===== src/rtl/uart_pkg.sv =====
// Shared UART definitions: transmit FSM states, baud divider helper, frame constants.
package uart_pkg;

  localparam int unsigned UART_DATA_BITS = 8;

  typedef enum logic [2:0] {
    ST_IDLE,
    ST_START,
    ST_DATA,
    ST_PARITY,
    ST_STOP
  } tx_state_e;

  // Clock cycles per line bit, integer truncation.
  function automatic int unsigned baud_div(input int unsigned clk_freq,
                                           input int unsigned baudrate);
    return clk_freq / baudrate;
  endfunction

endpackage


===== src/rtl/uart_sync_fifo.sv =====
// Single-clock FIFO with first-word-fall-through read port and occupancy count.
module uart_sync_fifo #(
  parameter int unsigned DEPTH = 16,
  parameter int unsigned WIDTH = 8
) (
  input  logic                       clk,
  input  logic                       rst,
  input  logic                       i_push,
  input  logic [WIDTH-1:0]           i_push_data,
  input  logic                       i_pop,
  output logic [WIDTH-1:0]           o_pop_data,
  output logic [$clog2(DEPTH):0]     o_count,
  output logic                       o_empty,
  output logic                       o_full
);

  localparam int unsigned PTR_W = $clog2(DEPTH);
  localparam int unsigned CNT_W = PTR_W + 1;

  logic [WIDTH-1:0] r_mem [DEPTH];
  logic [PTR_W-1:0] r_wr_ptr;
  logic [PTR_W-1:0] r_rd_ptr;
  logic [CNT_W-1:0] r_count;

  // Storage array; contents need no reset.
  always_ff @(posedge clk) begin
    if (i_push) begin
      r_mem[r_wr_ptr] <= i_push_data;
    end
  end

  // Pointers wrap naturally at DEPTH; count tracks push/pop, unchanged when both.
  always_ff @(posedge clk) begin
    if (rst) begin
      r_wr_ptr <= '0;
      r_rd_ptr <= '0;
      r_count  <= '0;
    end else begin
      if (i_push) r_wr_ptr <= r_wr_ptr + PTR_W'(1);
      if (i_pop)  r_rd_ptr <= r_rd_ptr + PTR_W'(1);
      case ({i_push, i_pop})
        2'b10:   r_count <= r_count + CNT_W'(1);
        2'b01:   r_count <= r_count - CNT_W'(1);
        default: r_count <= r_count;
      endcase
    end
  end

  assign o_pop_data = r_mem[r_rd_ptr];
  assign o_count    = r_count;
  assign o_empty    = (r_count == '0);
  assign o_full     = (r_count == CNT_W'(DEPTH));

endmodule


===== src/rtl/uart_tx_buffered.sv =====
// Buffered UART transmitter: FIFO-fed 8-bit serialiser with optional even parity.
module uart_tx_buffered
  import uart_pkg::*;
#(
  parameter int unsigned CLK_FREQ   = 50000000,
  parameter int unsigned BAUDRATE   = 115200,
  parameter int unsigned FIFO_DEPTH = 16,
  parameter int unsigned PARITY_EN  = 0,
  parameter int unsigned STOP_BITS  = 1
) (
  input  logic                          clk,
  input  logic                          rst,
  input  logic                          wr_valid,
  input  logic [7:0]                    wr_data,
  output logic                          wr_ready,
  output logic                          tx_data_out,
  output logic                          tx_busy,
  output logic [$clog2(FIFO_DEPTH):0]   fifo_count,
  output logic                          fifo_empty,
  output logic                          fifo_full
);

  localparam int unsigned BAUD_DIV = baud_div(CLK_FREQ, BAUDRATE);
  localparam int unsigned BAUD_W   = (BAUD_DIV > 1) ? $clog2(BAUD_DIV) : 1;
  localparam int unsigned BIT_W    = $clog2(UART_DATA_BITS);

  // Reject unsupported configurations at elaboration.
  if (BAUD_DIV < 2) begin : g_chk_baud
    $error("uart_tx_buffered: CLK_FREQ/BAUDRATE must be at least 2");
  end
  if (FIFO_DEPTH < 2 || (FIFO_DEPTH & (FIFO_DEPTH - 1)) != 0) begin : g_chk_depth
    $error("uart_tx_buffered: FIFO_DEPTH must be a power of 2 and >= 2");
  end
  if (STOP_BITS != 1 && STOP_BITS != 2) begin : g_chk_stop
    $error("uart_tx_buffered: STOP_BITS must be 1 or 2");
  end

  logic                              w_push;
  logic                              w_pop;
  logic [UART_DATA_BITS-1:0]         w_head;
  logic                              w_bit_end;

  tx_state_e                         r_state;
  tx_state_e                         w_state_nxt;
  logic [BAUD_W-1:0]                 r_baud;
  logic [BAUD_W-1:0]                 w_baud_nxt;
  logic [BIT_W-1:0]                  r_bit;
  logic [BIT_W-1:0]                  w_bit_nxt;
  logic [UART_DATA_BITS-1:0]         r_shift;
  logic [UART_DATA_BITS-1:0]         w_shift_nxt;
  logic                              w_line_nxt;
  logic                              w_busy_nxt;

  assign wr_ready = ~fifo_full;
  assign w_push   = wr_valid & wr_ready;

  uart_sync_fifo #(
    .DEPTH (FIFO_DEPTH),
    .WIDTH (UART_DATA_BITS)
  ) u_fifo (
    .clk         (clk),
    .rst         (rst),
    .i_push      (w_push),
    .i_push_data (wr_data),
    .i_pop       (w_pop),
    .o_pop_data  (w_head),
    .o_count     (fifo_count),
    .o_empty     (fifo_empty),
    .o_full      (fifo_full)
  );

  assign w_bit_end = (r_baud == BAUD_W'(BAUD_DIV - 1));

  // Next-state, pop request and next line level; line/busy are computed from the
  // next state so the registered outputs line up with the state they describe.
  always_comb begin
    w_state_nxt = r_state;
    w_baud_nxt  = r_baud + BAUD_W'(1);
    w_bit_nxt   = r_bit;
    w_shift_nxt = r_shift;
    w_pop       = 1'b0;
    w_line_nxt  = 1'b1;
    w_busy_nxt  = 1'b0;

    case (r_state)
      ST_IDLE: begin
        w_baud_nxt = '0;
        if (!fifo_empty) begin
          w_pop       = 1'b1;
          w_shift_nxt = w_head;
          w_bit_nxt   = '0;
          w_state_nxt = ST_START;
        end
      end
      ST_START: begin
        if (w_bit_end) begin
          w_baud_nxt  = '0;
          w_bit_nxt   = '0;
          w_state_nxt = ST_DATA;
        end
      end
      ST_DATA: begin
        if (w_bit_end) begin
          w_baud_nxt = '0;
          if (r_bit == BIT_W'(UART_DATA_BITS - 1)) begin
            w_bit_nxt   = '0;
            w_state_nxt = (PARITY_EN != 0) ? ST_PARITY : ST_STOP;
          end else begin
            w_bit_nxt = r_bit + BIT_W'(1);
          end
        end
      end
      ST_PARITY: begin
        if (w_bit_end) begin
          w_baud_nxt  = '0;
          w_bit_nxt   = '0;
          w_state_nxt = ST_STOP;
        end
      end
      ST_STOP: begin
        if (w_bit_end) begin
          w_baud_nxt = '0;
          if (r_bit == BIT_W'(STOP_BITS - 1)) begin
            w_bit_nxt = '0;
            if (!fifo_empty) begin
              w_pop       = 1'b1;
              w_shift_nxt = w_head;
              w_state_nxt = ST_START;
            end else begin
              w_state_nxt = ST_IDLE;
            end
          end else begin
            w_bit_nxt = r_bit + BIT_W'(1);
          end
        end
      end
      default: begin
        w_baud_nxt  = '0;
        w_bit_nxt   = '0;
        w_state_nxt = ST_IDLE;
      end
    endcase

    case (w_state_nxt)
      ST_START:  w_line_nxt = 1'b0;
      ST_DATA:   w_line_nxt = w_shift_nxt[w_bit_nxt];
      ST_PARITY: w_line_nxt = ^w_shift_nxt;
      default:   w_line_nxt = 1'b1;
    endcase
    w_busy_nxt = (w_state_nxt != ST_IDLE);
  end

  // State, timing counters, shifter and registered line outputs.
  always_ff @(posedge clk) begin
    if (rst) begin
      r_state     <= ST_IDLE;
      r_baud      <= '0;
      r_bit       <= '0;
      r_shift     <= '0;
      tx_data_out <= 1'b1;
      tx_busy     <= 1'b0;
    end else begin
      r_state     <= w_state_nxt;
      r_baud      <= w_baud_nxt;
      r_bit       <= w_bit_nxt;
      r_shift     <= w_shift_nxt;
      tx_data_out <= w_line_nxt;
      tx_busy     <= w_busy_nxt;
    end
  end

endmodule


===== config.mk =====
export PLATFORM = sky130hd
export DESIGN_NAME = uart_tx_buffered
export DESIGN_NICKNAME = d
export VERILOG_FILES = /design/src/rtl/uart_pkg.sv /design/src/rtl/uart_sync_fifo.sv /design/src/rtl/uart_tx_buffered.sv
export SDC_FILE = /design/constraint.sdc
export NUM_CORES = 1
export LEC_CHECK = 0
export ABC_AREA = 0
export CAP_MARGIN = 10
export CORE_ASPECT_RATIO = 1.4
export CORE_MARGIN = 1.5
export CORE_UTILIZATION = 60
export DETAILED_ROUTE_END_ITERATION = 7
export GPL_ROUTABILITY_DRIVEN = 0
export PLACE_DENSITY = 0.78
export SLEW_MARGIN = 15
export SYNTH_ARGS = -nofsm -noshare
export SYNTH_HDL_FRONTEND = slang
export SYNTH_SLANG_ARGS = --single-unit

===== constraint.sdc =====
create_clock -name clk -period 4.4 [get_ports clk]
set_clock_uncertainty 0.05 [all_clocks]
set_input_delay 0.88 -clock clk [delete_from_list [all_inputs] [get_ports clk]]
set_output_delay 0.88 -clock clk [all_outputs]
set_load 0.01 [all_outputs]

==> results of run 1 <==
metal layers:
| layer | global-route usage | wire length (µm) |
|---|---|---|
| met1 | 0.255 | 4960 |
| met2 | 0.387 | 7050 |
| met3 | 0.0563 | 498 |
| met4 | 0.0956 | 348 |
| met5 | 0 | 0 |
cell usage after synthesis (2+ instances only):
cell type	n
edfxtp_1	128
o21ai_0	5
nand2_1	18
buf_6	3
buf_4	2
mux2_2	5
o211ai_1	2
or3_1	5
and3_1	2
or4_1	2
xor2_1	15
mux2i_1	6
a211o_1	2
xnor2_1	10
and2_1	4
nand3_1	10
buf_2	3
clkbuf_8	3
mux4_2	26
nand4b_1	2
a21oi_1	17
nor2_1	53
clkbuf_2	2
a21o_1	3
dfxtp_1	42
clkbuf_1	9
nand4_1	5
inv_1	12
nor2b_1	8
a211oi_1	3
a22oi_1	14
nand2b_1	4
nor3_1	5
ha_1	14
mux4_1	6
worst reg2reg max path: cells and delay by family, from the launching register on:
kind	cells	cell delay, ns
simple gates	3	0.71
xor+xnor	1	0.14
flops	1	0.41
compound gates	4	0.78
buf+inv	2	0.19
fa+ha+maj	3	0.84
kinds of logic (layout without fill, tap and decap cells):
| kind of cell | count (synthesis) | count (layout) |
|---|---|---|
| buf+inv | 34 | 70 |
| simple gates | 128 | 128 |
| mux | 43 | 43 |
| compound gates | 60 | 60 |
| flops | 170 | 170 |
| xor+xnor | 25 | 25 |
| fa+ha+maj | 15 | 15 |
where the power goes:
group	switching (mW)	internal (mW)	total (mW)	leakage, nW
clock	0.600	0.836	1.44	0.270
combinational	0.552	0.534	1.09	0.945
sequential	0.0886	1.83	1.92	1.50
total	1.24	3.20	4.44	2.71
how the worst min path moves through the flow:
stage                end  slack [ns]  cells after the start
4_1_cts        r_baud[0]        0.45                      1
3_3_place_gp   r_baud[0]        0.43                      1
3_5_place_dp   r_baud[0]        0.43                      1
6_report       r_baud[0]        0.44                      1
5_1_grt        r_baud[0]        0.47                      1
2_1_floorplan  r_baud[0]        0.41                      1
layout by cell type, fill, tap and decap left out, types with 8 or more instances in the layout:
master | Yosys | layout
a21oi_1 | 17 | 17
xnor2_1 | 10 | 10
dfxtp_1 | 42 | 41
inv_1 | 12 | 12
clkbuf_16 | 0 | 17
ha_1 | 14 | 14
clkdlybuf4s50_1 | 0 | 20
xor2_1 | 15 | 15
nor2_1 | 53 | 53
a22oi_1 | 14 | 14
nor2b_1 | 8 | 8
nand2_1 | 18 | 18
edfxtp_1 | 128 | 128
nand3_1 | 10 | 10
mux4_2 | 26 | 26
metrics by stage:
step / worst slack [ns] / hold slack [ns] / area, µm²
final: 1.19 / 0.444 / 8070
after global routing: 0.914 / 0.475 / 8070
after CTS: 1.20 / 0.448 / 8070
after detailed placement: 0.982 / 0.433 / 7490
after global placement: 1.12 / 0.425 / 7490
after floorplan: 1.29 / 0.407 / 7210
state kept, by name (all words and copies together) (netlist names), named ones only:
| name | cells |
|---|---|
| u_fifo.r_mem | 128 |
| u_fifo.r_rd_ptr | 4 |
| r_state | 3 |
| tx_data_out | 1 |
| u_fifo.o_count | 5 |
| r_bit | 3 |
| r_shift | 8 |
| u_fifo.r_wr_ptr | 4 |
| r_baud | 9 |
| tx_busy | 1 |
area by class of cell:
cell class | count | area (µm²)
sequential | 170 | 4690
fill | 808 | 3690
multi-input combinational | 271 | 2330
clock buffer | 18 | 429
timing repair buffer | 26 | 245
tap | 147 | 184
clock inverter | 14 | 144
inverter | 12 | 45.0
==> flow_metrics.env, run 1 <==
export IMPL_path_clk_slew_ns=0.07
export IMPL_fmax_mhz=311
export IMPL_grt_max_degree=33
export IMPL_critPathCaptureType="register"
export IMPL_finalSetupTns_ns=0
export IMPL_clock_latency_ns=0.43
export IMPL_synth_compound_area_frac=0.0583
export IMPL_ir_worst_vdd_mv=0.359
export IMPL_chipHeight_um=133
export IMPL_drt_total_wl_um=12900
export IMPL_cp_buffers_inverters=2
export IMPL_via_count=3959
export IMPL_synth_fa_ha_area_frac=0.0271
export IMPL_grt_pass1_vias=4004
export IMPL_clock_sinks=170
export IMPL_r2r_slack_ns=1.19
export IMPL_relSlewSlack=0.345
export IMPL_drv_cap=0
export IMPL_synthArstFlopShare=0
export IMPL_syn_area_mm2=0.00721
export IMPL_hold_buffers=0
export IMPL_hold_violations=0
export IMPL_crit_cells=13
export IMPL_cts_buffers=17
export IMPL_diodes=0
export IMPL_seq_area_frac_synth=0.650
export IMPL_ios=21
export IMPL_die_w_um=95.7
export IMPL_finish_utilization=0.686
export IMPL_crit_type="reg2reg"
export IMPL_final_cells=658
export IMPL_worstHoldStart="r_baud[0]"
export IMPL_max_stage_delay_ns=0.42
export IMPL_portBuffers=20
export IMPL_yosysTopAreaCellShare=0.533
export IMPL_crit_path_start_kind="register"
export IMPL_core_area_mm2=0.0118
export IMPL_rows=47
export IMPL_netlist_instances=475
export IMPL_r2r_end="u_fifo.o_count[4]"
export IMPL_avgRoutedWirePerCell_um=19.5
export IMPL_slew_viol_final=0
export IMPL_startpoint="r_baud[0]"
export IMPL_path_cells="ha_1, nand4b_1, o31a_1, nor2_2, ha_1, inv_1, fa_1, inv_1, a21o_1, a21oi_1, xnor2_1, or3_1, a21oi_1"
export IMPL_dp_cells=626
export IMPL_cts_tree="yes"
export IMPL_period_needed_ns=3.21
export IMPL_timing_rr_start="r_baud[0]"
export IMPL_ys_seq_elements=170
export IMPL_syn_num_nets=501
export IMPL_synthMuxAreaShare=0.119
export IMPL_crit_arrival_ns=3.50
export IMPL_reg2reg_depth=13
export IMPL_rsz0062_at_grt="false"
export IMPL_via_per_inst=6.02
export IMPL_drive_gt1_frac=0.147
export IMPL_grt_use_total=0.223
export IMPL_status="complete, no violations"
export IMPL_drt_pass1_iterations=4
export IMPL_cp_slowest_cell="o31a_1"
export IMPL_p_per_area_mw_per_mm2=550
export IMPL_netlist_top_cells_area="edfxtp_1 53%, dfxtp_1 12%, mux4_2 8.1%"
export IMPL_dpl_hpwl_um=8850
export IMPL_critPathMaxFanout=6
export IMPL_start_util=0.613
export IMPL_synth_top_family_by_area="multiplexers"
export IMPL_die_area_mm2=0.0127
export IMPL_overflow=0
export IMPL_p_total_mw=4.44
export IMPL_synth_enable_flop_cells=128
export IMPL_setup_violations=0
export IMPL_avgSynthCellArea_um2=15.2
export IMPL_ctsResizeCount=0
export IMPL_ys_flop_type="edfxtp_1"
export IMPL_synth_simple_area_share=0.0887
export IMPL_postRouteAntennaNets=0
export IMPL_clock_tree_buffer_depth=2
export IMPL_power_leakage_nw=2.71
export IMPL_drc=0
export IMPL_synth_area_leader_cell="edfxtp_1"
export IMPL_synth_distinct_cells=60
export IMPL_areaGrowthSynthToFinish_pct=11.8
export IMPL_worst_pin_slew_ns=0.979
export IMPL_antenna_found_initial=0
export IMPL_hp_class="reg2reg"
export IMPL_crit_required_ns=4.69
export IMPL_min_period_over_period=0.730
export IMPL_clock_tree_root_cell="clkbuf_16"
export IMPL_cp_top_family="adder cells"
export IMPL_ctsHtreeMaxLevel=4
export IMPL_crit_end="u_fifo.o_count[4]"
export IMPL_final_nets=524
export IMPL_grt_pass1_wl_um=20300
export IMPL_dr_first_iter_drc_count=236
export IMPL_cts_setup_buffers=0
export IMPL_yosysWarnings=0
export IMPL_synth_xor_area_frac=0.0304
Note: power is estimated with default switching activity, not from simulation.
==> run 2, diff against run 1 <==
clock period = 3 ns   (was 4.4 ns; I/O delays follow)
==> flow_metrics.env, run 2 (same netlist as run 1, synthesis figures left out) <==
export IMPL_avgRoutedWirePerCell_um=20.4
export IMPL_drt_pass1_iterations=5
export IMPL_clock_tree_buffer_depth=2
export IMPL_r2r_end="u_fifo.o_count[4]"
export IMPL_diodes=0
export IMPL_cts_buffers=17
export IMPL_p_total_mw=6.58
export IMPL_slew_viol_final=0
export IMPL_worst_pin_slew_ns=0.589
export IMPL_grt_pass1_wl_um=21800
export IMPL_ios=21
export IMPL_hold_buffers=0
export IMPL_layout_common_cells="128 x edfxtp_1, 53 x nor2_1, 41 x dfxtp_1, 26 x mux4_2, 22 x buf_4"
export IMPL_min_period_over_period=0.945
export IMPL_hp_class="reg2reg"
export IMPL_areaGrowthSynthToFinish_pct=14.2
export IMPL_crit_path_start_kind="register"
export IMPL_core_area_mm2=0.0118
export IMPL_fmax_mhz=353
export IMPL_final_common_cell="edfxtp_1"
export IMPL_period_needed_ns=2.83
export IMPL_timing_rr_start="r_baud[1]"
export IMPL_antenna_found_initial=0
export IMPL_postRouteAntennaNets=0
export IMPL_final_nets=542
export IMPL_reg2reg_depth=14
export IMPL_die_w_um=95.7
export IMPL_status="complete, no violations"
export IMPL_dr_first_iter_drc_count=222
export IMPL_fin_area_mm2=0.00823
export IMPL_hold_ws_ns=0.422
export IMPL_largestRegisters="u_fifo.r_mem: 128 flops, r_baud: 9 flops, r_shift: 8 flops"
export IMPL_grt_max_degree=33
export IMPL_r2r_slack_ns=0.17
export IMPL_hold_violations=0
export IMPL_clock_sinks=170
export IMPL_die_area_mm2=0.0127
export IMPL_largest_register="u_fifo.r_mem"
export IMPL_path_clk_slew_ns=0.07
export IMPL_crit_type="reg2reg"
export IMPL_relSlewSlack=0.602
export IMPL_largest_reg_flops=128
export IMPL_power_leakage_nw=2.81
export IMPL_start_util=0.613
export IMPL_finalSetupTns_ns=0
export IMPL_setup_violations=0
export IMPL_overflow=0
export IMPL_grt_pass1_vias=4287
export IMPL_rsz0062_at_grt="false"
export IMPL_crit_end="u_fifo.o_count[4]"
export IMPL_ir_worst_vdd_mv=0.479
export IMPL_rows=47
export IMPL_drt_total_wl_um=13800
export IMPL_crit_required_ns=3.30
export IMPL_cts_tree="yes"
export IMPL_critPathCaptureType="register"
export IMPL_chipHeight_um=133
export IMPL_grt_use_total=0.237
export IMPL_ctsHtreeMaxLevel=4
export IMPL_clock_latency_ns=0.42
export IMPL_dpl_hpwl_um=9370
export IMPL_drv_cap=0
export IMPL_critPathMaxFanout=5
export IMPL_drive_gt1_frac=0.178
export IMPL_drc=0
export IMPL_via_count=4103
export IMPL_via_per_inst=6.07
export IMPL_p_per_area_mw_per_mm2=800
export IMPL_place_area_mm2=0.00766
export IMPL_portBuffers=20
export IMPL_clock_tree_root_cell="clkbuf_16"
export IMPL_worstHoldStart="r_baud[0]"
export IMPL_startpoint="r_baud[1]"
export IMPL_crit_arrival_ns=3.14
run 2: worst min-delay path by stage:
stage / end / depth (start not counted)
6_report: r_baud[0] / 1
5_1_grt: r_baud[0] / 1
3_5_place_dp: r_baud[0] / 1
2_1_floorplan: r_baud[0] / 1
4_1_cts: r_baud[0] / 1
3_3_place_gp: r_baud[0] / 1
run 2: final cells by class:
| type | instances | area, µm² |
|---|---|---|
| Clock buffer | 19 | 433 |
| Fill cell | 798 | 3530 |
| Timing Repair Buffer | 44 | 405 |
| Tap cell | 147 | 184 |
| Inverter | 12 | 45.0 |
| Sequential cell | 170 | 4690 |
| Clock inverter | 13 | 140 |
| Multi-Input combinational cell | 271 | 2340 |
run 2: through the flow:
step	worst slack, ns	util	cells
2_1_floorplan	0.0312	-	475
3_3_place_gp	0.227	0.651	644
3_5_place_dp	0.154	0.651	644
4_1_cts	0.136	0.700	676
5_1_grt	0.0155	0.700	676
6_report	0.166	0.700	676
run 2: power breakdown:
group	switching [mW]	total (mW)	internal (mW)
logic	0.843	1.67	0.826
clock network	0.875	2.10	1.23
registers	0.125	2.81	2.69
run 2: metal layers:
metal	share of wire	GRT usage	wire length (µm)	up-vias
met4	0.024	0.0907	333	0
met3	0.034	0.0557	470	29
met2	0.56	0.421	7690	96
met5	0	0	0	-
met1	0.38	0.269	5300	2084
li1	-	-	-	1894
run 2: repair_timing:
action | in CTS | in global routing
setup buffers | 0 | 0
resized for setup | 0 | 0
endpoints found under the setup margin | 0 | 1
run 2: critical path, cell delays in order, from the launching register on:
cell,delay (ns)
dfxtp_1,0.35
inv_1,0.07
ha_1,0.15
nand4b_1,0.14
o31a_1,0.39
nor2_4,0.12
ha_2,0.21
inv_1,0.08
fa_1,0.40
inv_1,0.07
a21o_1,0.10
a21oi_1,0.07
xnor2_1,0.13
or3_1,0.30
a21oi_1,0.14
